**config.mk**
```make
export PLATFORM = sky130hd
export DESIGN_NAME = regfile_scoreboard
export DESIGN_NICKNAME = d
export VERILOG_FILES = /design/src/rtl/regfile_scoreboard.sv
export SDC_FILE = /design/constraint.sdc
export NUM_CORES = 2
export LEC_CHECK = 0
export CORE_ASPECT_RATIO = 0.75
export CORE_MARGIN = 8
export CORE_UTILIZATION = 55
export CTS_CLUSTER_SIZE = 24
export DETAILED_ROUTE_END_ITERATION = 16
export GPL_TIMING_DRIVEN = 0
export PLACE_DENSITY = 0.72
export SYNTH_ARGS = -nofsm -noshare
export SYNTH_HDL_FRONTEND = slang
export SYNTH_SLANG_ARGS = --single-unit
```
**constraint.sdc**
```tcl
create_clock -name clk -period 10.3 [get_ports clk]
set_input_delay 1.545 -clock clk [delete_from_list [all_inputs] [get_ports clk]]
set_output_delay 1.545 -clock clk [all_outputs]
set_load 0.02 [all_outputs]
```
**src/rtl/regfile_scoreboard.sv**
```systemverilog
// Register file with RAW-hazard busy scoreboard; optional write-through forwarding under BYPASS_EN.
// Latency: reads zero-cycle combinational; writes, busy bits and busy_cnt update on the next clk edge.
// Backpressure: none; decode stalls on rs_busy/rt_busy, and every writeback/issue is accepted.
module regfile_scoreboard #(
  parameter int DATA_W   = 32,
  parameter int ADDR_W   = 5,
  parameter bit ZERO_REG = 1'b1
) (
  input  logic              clk,
  input  logic              rst_n,
  input  logic [ADDR_W-1:0] rs,
  input  logic [ADDR_W-1:0] rt,
  output logic [DATA_W-1:0] A,
  output logic [DATA_W-1:0] B,
  input  logic [ADDR_W-1:0] rd,
  input  logic [DATA_W-1:0] write_data,
  input  logic              regWrite,
  input  logic              issue_valid,
  input  logic [ADDR_W-1:0] issue_rd,
  output logic              rs_busy,
  output logic              rt_busy,
  output logic [ADDR_W:0]   busy_cnt
);

  localparam int DEPTH = 1 << ADDR_W;

  logic [DATA_W-1:0] regs [DEPTH];
  logic [DEPTH-1:0]  busy;
  logic [DEPTH-1:0]  busy_nxt;
  logic [ADDR_W:0]   busy_cnt_nxt;
  logic              wr_en;
  logic              iss_en;

  // With a hard-wired zero register, index 0 is invisible to both data and scoreboard.
  assign wr_en  = regWrite    && !(ZERO_REG && (rd == '0));
  assign iss_en = issue_valid && !(ZERO_REG && (issue_rd == '0));

  // Set is applied after clear so a new producer supersedes a retiring one.
  always_comb begin
    busy_nxt = busy;
    if (wr_en) begin
      busy_nxt[rd] = 1'b0;
    end
    if (iss_en) begin
      busy_nxt[issue_rd] = 1'b1;
    end
  end

  always_comb begin
    busy_cnt_nxt = '0;
    for (int i = 0; i < DEPTH; i++) begin
      busy_cnt_nxt = busy_cnt_nxt + {{ADDR_W{1'b0}}, busy_nxt[i]};
    end
  end

  always_ff @(posedge clk or negedge rst_n) begin
    if (!rst_n) begin
      for (int i = 0; i < DEPTH; i++) begin
        regs[i] <= '0;
      end
    end else if (wr_en) begin
      regs[rd] <= write_data;
    end
  end

  always_ff @(posedge clk or negedge rst_n) begin
    if (!rst_n) begin
      busy     <= '0;
      busy_cnt <= '0;
    end else begin
      busy     <= busy_nxt;
      busy_cnt <= busy_cnt_nxt;
    end
  end

  always_comb begin
    A = regs[rs];
    if (ZERO_REG && (rs == '0)) begin
      A = '0;
    end
`ifdef BYPASS_EN
    // Forward is held off during reset so outputs read zero there.
    if (rst_n && wr_en && (rd == rs)) begin
      A = write_data;
    end
`endif
  end

  always_comb begin
    B = regs[rt];
    if (ZERO_REG && (rt == '0)) begin
      B = '0;
    end
`ifdef BYPASS_EN
    if (rst_n && wr_en && (rd == rt)) begin
      B = write_data;
    end
`endif
  end

  always_comb begin
    rs_busy = busy[rs];
`ifdef BYPASS_EN
    if (wr_en && (rd == rs) && !(iss_en && (issue_rd == rs))) begin
      rs_busy = 1'b0;
    end
`endif
  end

  always_comb begin
    rt_busy = busy[rt];
`ifdef BYPASS_EN
    if (wr_en && (rd == rt) && !(iss_en && (issue_rd == rt))) begin
      rt_busy = 1'b0;
    end
`endif
  end

  a_cnt_matches_vector: assert property (@(posedge clk) disable iff (!rst_n)
    busy_cnt == (ADDR_W+1)'($countones(busy)));

  a_zero_never_busy: assert property (@(posedge clk) disable iff (!rst_n)
    !(ZERO_REG && busy[0]));

endmodule

```
==> run_results.csv <==
group,metric,value,unit
outcome,status,"complete, but fails checks",
outcome,failed_checks,"capacitance limit, slew limit",
floorplanning,start_util,55.4,%
clocking,insertion_delay,0.75,ns
critical_path,crit_chain,"clkdlybuf4s50_1 -> and3b_1 -> clkbuf_1 -> nand2_1 -> clkbuf_1 -> a22oi_1 -> fa_1 -> inv_1 -> fa_1 -> inv_1 -> fa_1 -> fa_1 -> fa_1 -> fa_1 -> inv_1 -> ha_1 -> fa_1 -> a21o_1 -> a21oi_1 -> xnor2_1",
place,globalplace.congestion,1.01,
flow_run,cap_viol_max_count,9,
synthesis,ys_seq_area_share,46.5,%
routing,postRouteAntennaNets,0,
place,place_inst,5492,
floorplanning,die_width,388,um
sta,finClkSkew,0.0129,ns
clocking,cts_resized,0,
pwr,power_frac_seq,41.0,%
pwr,comb_power_share,28.8,%
synthesis,yosys.area_share.simple,2.16,%
critical_path,rr_endpoint,"busy_cnt[4]",
final_layout,fillers,7971,
final_layout,layout_commonest_cell,"dfrtp_1",
synthesis,yosysWarnings,0,
synthesis,async_reset_ff_share,100,%
floorplanning,core_area,103000,um^2
critical_path,crit_slowest_cell,"clkbuf_1",
critical_path,critPathMostFrequentCell,"fa_1",
pwr,ir_drop,535,uV
pwr,switchingPower,4.39,mW
pwr,clkPwrFrac,30.3,%
clocking,cts_max_level,3,
final_layout,drive_above_1_share,41.1,%
grt,grt_use_total,39.2,%
critical_path,crit_type,"primary input to register",
final_layout,final_cell_mix,"1062 x dfrtp_1, 1058 x mux2_2, 372 x mux4_2, 320 x mux2i_1, 291 x clkbuf_1",
clocking,cts_tree,"built",
floorplanning,die_h,295,um
sta,drv_slew,96,
floorplanning,rows,102,
critical_path,cp-end-kind,"register",
critical_path,r2r-start,"busy[5]",
pwr,p_leak,28.0,nW
floorplanning,die_area,115000,um^2
critical_path,cp.arrival,9.15,ns
clocking,clock-sinks,1062,
grt,grt_pass1_vias,41600,
grt,grt-ovfl-total,0,
critical_path,reg2reg_slack,5.19,ns
synthesis,synth_xor_area_share,0.0460,%
synthesis,yosysTopAreaCell,"dfrtp_1",
synthesis,mappedNetlistArea,57200,um^2
place,port_buffers,120,
grt,grt_max_degree,162,
critical_path,r2r_cells,15,
final_layout,syn_to_final_growth,12.1,%
clocking,holdBufCountCts,0,
clocking,cts.clk_slew.worst_paths,0.07,ns
synthesis,ys_types,47,
pwr,swShare,31.8,%
sta,finalSetupViolCount,0,
hold_path,hold_start,"regs[1007]",
routing,drt_pass1_iterations,7,
hold_path,min_to,"regs[1007]",
final_layout,fin_nets,4338,
synthesis,synth_top_family_by_area,"multiplexers",
routing,wirelength,229,mm
synthesis,synth_edf_count,0,
pwr,p_int,9.41,mW
critical_path,crit_fanout,10,
hold_path,hold_class,"register to register",
sta,tightestPinTransition,1.64,ns
critical_path,max_stage_delay,1.17,ns
sta,max_freq,118,MHz
clocking,cts_inserted_buffers,107,
grt,grt_pass1_wl,319,mm
final_layout,finalNonFillerCells,5704,
clocking,cts_root_buf,"clkbuf_16",
synthesis,synth_nets,4097,
clocking,cts_buffer_depth,3,
sta,rsz0062_at_grt,"no",
sta,setup_tns,0,ns
synthesis,synth_top_flop_cell,"dfrtp_1",
synthesis,synth.mux.area_fraction,41.1,%
synthesis,synthCells,4010,
grt,antenna_found_initial,9,
routing,vias,42700,
sta,max-slew-margin-rel,-9.25,%
sta,hold_viol,0,
sta,post-route-min-period,8.48,ns
synthesis,ys_ff_latch,1062,
routing,vias_per_cell,7.49,
synthesis,synth_fa_ha_area_share,0.994,%
synthesis,synth_compound_gate_area_share,5.52,%
synthesis,synthTopCellsByArea,"dfrtp_1 46%, mux2_2 21%, mux4_2 15%",
critical_path,cp_data_required_time,10.97,ns
routing,drtIter0Drc,7194,
place,dp_hpwl,153,mm
sta,period_share,82.3,%
synthesis,synth_top_area_share,46.5,%
routing,wl_per_cell,40.2,um
pwr,p_per_area,215,nW/um^2
routing,drc,0,
synthesis,avgSynthCellArea,14.3,um^2
clocking,post_cts_buffers,0,
floorplanning,ioPinCount,128,
critical_path,critical_path.startpoint_type,"primary input",
hold_path,hold_depth,1,
-- synthesized netlist by cell type, drive strengths merged, types with 4 or more instances --
| cell | number |
|---|---|
| a22o | 17 |
| nor2b | 39 |
| mux2i | 320 |
| o21ai | 67 |
| o221ai | 64 |
| mux4 | 372 |
| a21oi | 34 |
| dfrtp | 1062 |
| a211oi | 64 |
| nand4 | 33 |
| nand2 | 110 |
| nor3b | 7 |
| nor2 | 20 |
| nand3b | 7 |
| inv | 43 |
| buf | 174 |
| mux2 | 1058 |
| a221oi | 55 |
| ha | 7 |
| o2111ai | 9 |
| and3b | 5 |
| fa | 24 |
| clkbuf | 279 |
| a22oi | 75 |
| nand3 | 4 |
| a311oi | 32 |
-- power by group through the flow --
stage	clock network, mW	registers, mW	logic, mW
floorplan	0	5.46	2.85
global placement	0	5.66	3.79
detailed placement	0	5.67	3.90
CTS	4.15	5.60	3.92
global route	4.32	5.72	4.29
finish	4.18	5.65	3.97
-- through the flow --
step	utilization (%)	setup WS [ns]	cell area, um^2	total power [mW]	hold WS [ns]
final	62.1	1.82	64100	13.8	0.480
after global routing	62.1	1.80	64100	14.3	0.492
after CTS	62.1	2.16	64000	13.7	0.482
after detailed placement	58.5	1.39	60300	9.57	0.468
after global placement	58.3	-41.14	60100	9.45	0.459
after floorplan	-	3.38	57200	8.31	0.441
-- state kept, by name (all words and copies together), names as in the netlist --
name and cells:
busy_cnt 6, busy 32, regs 1024
-- logic make-up after synthesis --
| group | after synthesis |
|---|---|
| simple gates | 243 |
| buf+inv | 497 |
| mux | 1750 |
| xor+xnor | 3 |
| fa+ha+maj | 31 |
| compound gates | 424 |
| flops | 1062 |
-- how the worst max path moves through the flow --
stage | from | slack [ns] | endpoint | cells after the start
after floorplan | rd[4] | 3.38 | busy_cnt[4] | 18
after global placement | rst_n | -41.14 | regs[912] | 1
after detailed placement | rd[1] | 1.39 | busy_cnt[4] | 20
after CTS | rd[1] | 2.16 | busy_cnt[4] | 20
after global routing | rd[1] | 1.80 | busy_cnt[4] | 20
final | rd[1] | 1.82 | busy_cnt[4] | 20
-- worst max-delay path, delay by kind of cell --
family | cells | cell delay, ns
compound gates | 3 | 0.66
simple gates | 2 | 0.64
buf+inv | 6 | 2.26
fa+ha+maj | 8 | 3.88
xor+xnor | 1 | 0.13
-- final cells by class --
class                           count  area (um^2)  share of cell area (%)
Antenna cell                       12         30.0                  0.0469
Buffer                            453         1970                    3.07
Clock buffer                      159         3180                    4.97
Clock inverter                     39          490                   0.765
Inverter                           44          165                   0.258
Multi-Input combinational cell   2451        28500                    44.4
Sequential cell                  1062        26600                    41.5
Tap cell                         1352         1690                    2.64
Timing Repair Buffer              132         1500                    2.34
-- per-layer routing --
layer	track usage [%]	routed length (um)
met1	51.6	84800
met2	52.6	91700
met3	20.7	38300
met4	19.9	14400
met5	0.372	166
Note: power is estimated with default switching activity, not from simulation.
